**src/rtl/db9_md_pad_scan.sv**
```systemverilog
// Two-port DB9 pad scanner: walks the MD select sequence on each port in turn and
// decodes Atari 2-button, MD 3-button and MD 6-button pads into active-high words.
module db9_md_pad_scan #(
    parameter int STEP_CYC = 256,
    parameter int IDLE_CYC = 49152
) (
    input  logic        I_CLK,
    input  logic        I_RESETn,
    input  logic [5:0]  I_JOY_IN,
    output logic        O_SPLIT,
    output logic        O_MDSEL,
    output logic [15:0] O_JOY1,
    output logic [15:0] O_JOY2,
    output logic [1:0]  O_TYPE1,
    output logic [1:0]  O_TYPE2,
    output logic        O_STB1,
    output logic        O_STB2
);
    localparam int CNT_MAX = (IDLE_CYC > STEP_CYC) ? IDLE_CYC : STEP_CYC;
    localparam int CNT_W   = $clog2(CNT_MAX);

    typedef enum logic [1:0] {
        ST_SETTLE = 2'd0,
        ST_SCAN   = 2'd1,
        ST_IDLE   = 2'd2
    } state_t;

    state_t             state_reg, state_next;
    logic [2:0]         phase_reg, phase_next;
    logic               port_reg, port_next;
    logic [CNT_W-1:0]   cnt_reg, cnt_next;
    logic               mdsel_reg, mdsel_next;
    logic [5:0]         joy_meta_reg, joy_sync_reg;
    logic [11:0]        scr_reg, scr_next;
    logic               md_det_reg, md_det_next;
    logic               six_det_reg, six_det_next;
    logic               step_last, idle_last;
    logic               commit, enter_settle;
    logic [5:0]         pin_act;
    logic [1:0]         pad_type;
    logic [15:0]        commit_word;
    logic [31:0]        joy_all;
    logic [3:0]         type_all;
    logic [1:0]         stb_all;

    always_ff @(posedge I_CLK or negedge I_RESETn) begin
        if (!I_RESETn) begin
            joy_meta_reg <= 6'h3F;
            joy_sync_reg <= 6'h3F;
        end else begin
            joy_meta_reg <= I_JOY_IN;
            joy_sync_reg <= joy_meta_reg;
        end
    end

    assign pin_act   = ~joy_sync_reg;
    assign step_last = (cnt_reg == CNT_W'(STEP_CYC - 1));
    assign idle_last = (cnt_reg == CNT_W'(IDLE_CYC - 1));

    always_ff @(posedge I_CLK or negedge I_RESETn) begin
        if (!I_RESETn) begin
            state_reg   <= ST_SETTLE;
            phase_reg   <= 3'd0;
            port_reg    <= 1'b0;
            cnt_reg     <= '0;
            mdsel_reg   <= 1'b1;
            scr_reg     <= '0;
            md_det_reg  <= 1'b0;
            six_det_reg <= 1'b0;
        end else begin
            state_reg   <= state_next;
            phase_reg   <= phase_next;
            port_reg    <= port_next;
            cnt_reg     <= cnt_next;
            mdsel_reg   <= mdsel_next;
            scr_reg     <= scr_next;
            md_det_reg  <= md_det_next;
            six_det_reg <= six_det_next;
        end
    end

    always_comb begin
        state_next   = state_reg;
        phase_next   = phase_reg;
        port_next    = port_reg;
        cnt_next     = cnt_reg + CNT_W'(1);
        commit       = 1'b0;
        enter_settle = 1'b0;
        case (state_reg)
            ST_SETTLE: begin
                if (step_last) begin
                    cnt_next   = '0;
                    state_next = ST_SCAN;
                    phase_next = 3'd0;
                end
            end
            ST_SCAN: begin
                if (step_last) begin
                    cnt_next = '0;
                    if (phase_reg == 3'd7) begin
                        commit = 1'b1;
                        if (!port_reg) begin
                            state_next   = ST_SETTLE;
                            port_next    = 1'b1;
                            enter_settle = 1'b1;
                        end else begin
                            state_next = ST_IDLE;
                        end
                    end else begin
                        phase_next = phase_reg + 3'd1;
                    end
                end
            end
            ST_IDLE: begin
                if (idle_last) begin
                    cnt_next     = '0;
                    state_next   = ST_SETTLE;
                    port_next    = 1'b0;
                    enter_settle = 1'b1;
                end
            end
            default: begin
                cnt_next   = '0;
                state_next = ST_SETTLE;
            end
        endcase
        // Select is registered alongside the state so it changes exactly on phase entry.
        mdsel_next = (state_next == ST_SCAN) ? ~phase_next[0] : 1'b1;
    end

    always_comb begin
        scr_next     = scr_reg;
        md_det_next  = md_det_reg;
        six_det_next = six_det_reg;
        if (enter_settle) begin
            scr_next     = '0;
            md_det_next  = 1'b0;
            six_det_next = 1'b0;
        end else if (state_reg == ST_SCAN && step_last) begin
            case (phase_reg)
                3'd0: scr_next[5:0]  = {pin_act[5], pin_act[4], pin_act[0],
                                        pin_act[1], pin_act[2], pin_act[3]};
                3'd1: begin
                    md_det_next    = pin_act[2] & pin_act[3];
                    scr_next[7:6]  = {pin_act[5], pin_act[4]};
                end
                3'd5: six_det_next   = &pin_act[3:0];
                3'd6: scr_next[11:8] = {pin_act[0], pin_act[1], pin_act[2], pin_act[3]};
                default: ;
            endcase
        end
    end

    always_comb begin
        pad_type    = 2'd0;
        commit_word = 16'h0000;
        if (six_det_reg && md_det_reg) begin
            pad_type = 2'd2;
        end else if (md_det_reg) begin
            pad_type = 2'd1;
        end
        case (pad_type)
            2'd2:    commit_word[11:0] = scr_reg;
            2'd1:    commit_word[7:0]  = scr_reg[7:0];
            default: commit_word[5:0]  = scr_reg[5:0];
        endcase
    end

    // One output bank per port; only the bank matching the scanned port loads.
    generate
        for (genvar gi = 0; gi < 2; gi++) begin : g_port
            logic        hit;
            logic [15:0] joy_reg;
            logic [1:0]  type_reg;
            logic        stb_reg;

            assign hit = commit && (port_reg == 1'(gi));

            always_ff @(posedge I_CLK or negedge I_RESETn) begin
                if (!I_RESETn) begin
                    joy_reg  <= 16'h0000;
                    type_reg <= 2'd0;
                    stb_reg  <= 1'b0;
                end else begin
                    stb_reg <= hit;
                    if (hit) begin
                        joy_reg  <= commit_word;
                        type_reg <= pad_type;
                    end
                end
            end

            assign joy_all[gi*16 +: 16] = joy_reg;
            assign type_all[gi*2 +: 2]  = type_reg;
            assign stb_all[gi]          = stb_reg;
        end
    endgenerate

    assign O_SPLIT = port_reg;
    assign O_MDSEL = mdsel_reg;
    assign O_JOY1  = joy_all[15:0];
    assign O_JOY2  = joy_all[31:16];
    assign O_TYPE1 = type_all[1:0];
    assign O_TYPE2 = type_all[3:2];
    assign O_STB1  = stb_all[0];
    assign O_STB2  = stb_all[1];

endmodule

```
**config.mk**
```make
export PLATFORM = sky130hd
export DESIGN_NAME = db9_md_pad_scan
export DESIGN_NICKNAME = d
export VERILOG_FILES = /design/src/rtl/db9_md_pad_scan.sv
export SDC_FILE = /design/constraint.sdc
export NUM_CORES = 1
export LEC_CHECK = 0
export BUFFER_PORTS_ARGS = -buffer_cell sky130_fd_sc_hd__buf_2
export CAP_MARGIN = 20
export CORE_ASPECT_RATIO = 1.25
export CORE_MARGIN = 8
export CORE_UTILIZATION = 25
export CTS_BUF_LIST = sky130_fd_sc_hd__clkbuf_4 sky130_fd_sc_hd__clkbuf_8 sky130_fd_sc_hd__clkbuf_16
export DETAILED_ROUTE_END_ITERATION = 6
export PLACE_DENSITY = 0.41
export SLEW_MARGIN = 10
export SYNTH_ARGS = -nofsm -noshare
export SYNTH_HDL_FRONTEND = slang
export SYNTH_SLANG_ARGS = --single-unit
```
**constraint.sdc**
```tcl
create_clock -name I_CLK -period 7 [get_ports I_CLK]
set_clock_uncertainty 0.05 [all_clocks]
set_input_delay 1.05 -clock I_CLK [delete_from_list [all_inputs] [get_ports I_CLK]]
set_output_delay 1.05 -clock I_CLK [all_outputs]
set_load 0.05 [all_outputs]
```
# --- Word-level counts from Yosys, hierarchy flattened ---
# Cells that the tools add are included.
word_totals:
  reg_bits: 79
  inputBits: 8
classes:
  n_addsub: 2
  n_eq_ne: 16
  n_mux: 41
  n_bitwise: 4
  n_reduce_logical: 22
ops:
  columns: ["operator", "count"]
  rows:
  - ["16-bit 2-to-1 mux", 2]
  - ["16-bit case mux with 2 select lines", 1]
  - ["12-bit 2-to-1 mux", 2]
  - ["1-bit 2-to-1 mux", 18]
  - ["16-bit by 1-bit adder with 16-bit output (second input constant)", 1]
  - ["16-bit equality test (second input constant)", 1]
  - ["16-bit by 8-bit equality test with 1-bit output (second input constant)", 1]
  - ["2-bit 2-to-1 mux", 8]
  - ["2-bit nonzero test", 7]
  - ["4-bit AND reduction", 3]
  - ["2-bit inequality test (second input constant)", 5]
  - ["3-bit equality test (second input constant)", 3]
  - ["3-bit 2-to-1 mux", 3]
  - ["4-bit 2-to-1 mux", 2]
  - ["2-bit AND reduction", 4]
  - ["2-bit by 1-bit equality test with 1-bit output (second input constant)", 3]
  - ["6-bit 2-to-1 mux", 1]
  - ["6-bit NOT", 1]
  - ["2-bit case mux with 3 select lines", 1]
  - ["3-bit case mux with 2 select lines", 1]
  - ["2-bit equality test (second input constant)", 2]
  - ["1-bit logical AND", 4]
  - ["1-bit case mux with 2 select lines", 2]
  - ["2-bit OR reduction", 2]
  - ["other kinds (6)", 7]

# --- Depth between registers and ports, before layout ---
depth:
  word_depth: 6
  depth_mapped: 10
  ltp_nobuf: 7

# --- Worst setup path after synthesis ---
# No wires, ideal clock.
synth_path:
  path_kind: "register to register"
  from: "reg phase_reg[1]"
  to: "reg g_port[1].joy_reg[11], in the netlist O_JOY2[11]"
  setup_time_ns: 0.128
  arrival_time_ns: 2.085
  setup_slack_ns: 4.737
  stages_incl_launch_ff: 11
  n_path_buf: 3
  path_cell_list: "dfrtp_1 ha_1 ha_1 clkbuf_1 inv_1 or3_4 or3_1 buf_2 buf_6 nand2_1 o21ai_1"
synth_between:
  elab_chain_cells: 5
synth_rtl:
  columns: ["item", "line_no", "text"]
  rows:
  - ["start, declared", "29", "logic [2:0] phase_reg, phase_next;"]
  - ["start signal, assigned", "72", "phase_reg <= phase_next;"]
  - ["3-bit equality test", "100", "if (phase_reg == 3'd7) begin"]
  - ["1-bit 2-to-1 mux", "100", null]
  - ["1-bit 2-to-1 mux", "98", "if (step_last) begin"]
  - ["1-bit 2-to-1 mux", "89", "case (state_reg)"]
  - ["1-bit logical AND", "177", "assign hit = commit && (port_reg == 1'(gi));"]
  - ["end signal, assigned", "187", "joy_reg <= commit_word;"]
  - ["end, declared", "173", "logic [15:0] joy_reg;"]
# Every way passes these cells.
# A chain may end at the register's enable or synchronous reset.

# --- Worst setup path after layout ---
layout_path:
  from: "reg cnt_reg[12]"
  to: "reg scr_reg[5]"
layout_between:
  elab_chain_cells: 5
  elab_cells_between_ends: 10
  classes_between: "eq/ne (2); mux (4); reduce/logical (4)"
layout_rtl:
  columns: ["item", "line_no", "text"]
  rows:
  - ["start, declared", "31", "logic [CNT_W-1:0] cnt_reg, cnt_next;"]
  - ["start signal, assigned", "74", "cnt_reg <= cnt_next;"]
  - ["16-bit equality test / 16-bit by 8-bit equality test with 1-bit output (equally long branches)", "58, 57", null]
  - ["1-bit 2-to-1 mux (on tied branches)", "115, 98", null]
  - ["1-bit case mux with 2 select lines", "89", null]
  - ["2-bit nonzero test (no line)", null, null]
  - ["2-bit AND reduction (no line)", null, null]
  - ["end signal, assigned", "76", "scr_reg <= scr_next;"]
  - ["end, declared", "34", "logic [11:0] scr_reg, scr_next;"]
# Several ways; a longest one is shown, not always the timed one.

==> results by group <==
Outcome
  – Status: finished, final reports clean

Floorplanning
  – Die height: 148 microns
  – Num rows: 48
  – Area of the core: 13700 sq um
  – Initial Utilization: 25.4%
  – IO Count: 48
  – Die area: 18000 sq um
  – Chip width: 122 microns

Detailed routing
  – Vias: 2285
  – Final ANT Viol Nets: 0
  – Wire per inst: 14.0 microns
  – 1st-iter DRT viols: 183
  – Vias per Instance: 4.25
  – DRT Pass-1 Iters: 4
  – Post-route DRC: 0
  – Post-Route WL: 7560 microns

STA
  – Relative slew slack: 54.2%
  – Final setup viols: 0
  – Final min period: 3.37 ns
  – Post-Route Setup TNS: 0 ns
  – Pins Over Slew Limit: 0
  – Slew @ Worst Pin: 0.682 ns
  – Final period util: 48.2%
  – Final Hold Viols: 0
  – Worst Setup Slack, final: 3.63 ns
  – Fmax: 297 MHz
  – RSZ-0062 raised after global routing: no
  – Hold slack: 0.297 ns

Place
  – Post-placement cell count: 521
  – Setup slack at placement: 3.54 ns
  – Port Buffer Count: 39
  – DP HPWL: 5290 microns
  – Final weighted congestion in routability-driven placement: 0.704

Critical path
  – CP endpoint kind: flop
  – Crit Path Category: flop to flop
  – Startpoint Class: flop
  – Crit-path max FO: 24
  – Worst EP required: 7.15 ns
  – Data arrival, critical path: 3.52 ns

Power
  – Leakage: 2.07 nW
  – Pwr Total: 0.00103 W
  – Worst vdd ir: 0.000123 V
  – Cell Pwr Density: 247 nW/um^2

Global routing
  – Initial antenna violation count: 0
  – Total GRT Usage: 9.11%
  – Largest net degree at the start of global routing: 80
  – First-pass GRT wire length: 12700 microns
  – Vias in the first global route: 2283
  – Gr ovfl total: 0

Yosys
  – Leading register cell type out of synthesis: dfrtp_1
  – Yosys warnings: 0
  – Post-synthesis cell count: 323
  – Synth Area per Inst: 10.8 sq um
  – Yosys reg bits: 79
  – Sequential-to-total area share from yosys stat: 57.2%
  – Netlist cell types: 41
  – Post-synth EDFFs: 0
  – Post-Syn Area: 3480 sq um
  – Synth async-reset ratio: 100%

Clock network
  – CTS tree: yes
  – CTS clk-pin slew, worst paths: 0.07 ns
  – CTS Root Cell: clkbuf_16
  – H-Tree Depth: 3
  – Sink Count: 79
  – Post-cts sizing count: 0
  – Clock buffer depth: 2
  – Hold Buf Count CTS: 0
  – Worst skew pair latency: 0.34 ns
  – Setup Buffers After CTS: 0
  – TritonCTS buffer count: 9

Cells and area
  – Syn-to-layout area delta: 19.6%
  – Nets: 378
  – Most common cell after layout, fill and taps aside: dfrtp_1
  – Share of cells above drive strength 1: 23.7%
  – Commonest cells after routing, fill and taps aside: 66 x dfrtp_1, 46 x nand2_1, 38 x buf_2
  – Fin cells: 538
  – Number of flip-flops in the largest register: 16
  – # diodes: 0

Hold path
  – Min-delay worst type: flop to flop

Flow run
  – Number of max-cap violations: 0
[critical path, cell delays in order (launching register included)]
cell      delay (ns)
dfrtp_1         0.43
or4_4           0.57
nor4_4          0.60
nand4b_2        0.67
a21boi_2        0.78
nor2_1          0.12
[cell usage after synthesis (all sizes together) (2+ instances only)]
library cell	n	area share, %
nand2	46	5.0
buf	14	2.8
or2	2	0.36
dfrtp	66	47
xor2	8	2.0
nand4	7	1.3
nand2b	3	0.54
dfstp	13	9.8
xnor2	6	1.5
nand3	11	1.6
and4b	2	0.57
nand4b	2	0.68
a22o	2	0.50
nor3	2	0.43
mux2	7	2.3
ha	12	4.3
a21oi	2	0.40
nor4	3	0.97
or3	2	0.50
nor2	36	3.9
and3	4	0.72
o21ai	25	3.6
mux2i	14	4.0
clkbuf	9	0.97
or4	2	0.65
inv	16	1.7
[through the flow]
step,util (%),instance area [sq um]
floorplan,-,3510
global placement,27.7,3800
detailed placement,27.7,3800
CTS,30.2,4140
global route,30.4,4170
finish,30.4,4170
[report_power, final]
part,internal [W],switching (W)
registers,0.000463,0.00000169
clock network,0.000349,0.000192
logic,0.00000368,0.0000201
[worst paths after layout]
path                                       from         endpoint  slack, ns  cells past startpoint
worst max-delay path                cnt_reg[12]       scr_reg[5]       3.63                      5
worst min-delay path            joy_meta_reg[4]  joy_sync_reg[4]       0.30                      0
worst max register to register      cnt_reg[12]       scr_reg[5]       3.63                      5
worst min register to register  joy_meta_reg[4]  joy_sync_reg[4]       0.30                      0
max in group asynchronous              I_RESETn  joy_meta_reg[5]       5.66                      2
min in group asynchronous              I_RESETn       scr_reg[1]       0.61                      1
[kinds of logic after synthesis]
| family | count (synthesis) | synth area share, % |
|---|---|---|
| simple gates | 123 | 17.3 |
| flops | 79 | 57.2 |
| buf+inv | 39 | 5.46 |
| compound gates | 34 | 5.75 |
| mux | 21 | 6.29 |
| xor+xnor | 14 | 3.52 |
| fa+ha+maj | 12 | 4.31 |
| other cells | 1 | 0.108 |
[layout make-up]
cell class              instances  area (sq um)
fillers                      1447          9530
flip-flops and latches         79          1990
multi-input cells             212          1330
clock buffers                   9           225
repair buffers                 40           225
well taps                     175           219
clock inverters                 7           119
inverters                      16          60.1
[routing by layer]
layer  GRT usage, %  vias to the layer above  routed length, microns
met3           2.60                       13                     437
met2           14.2                       45                    3650
met4           4.82                        0                     165
li1               -                     1128                       -
met1           11.1                     1099                    3310
met5              0                        -                       0
(Power assumes the default switching activity.)
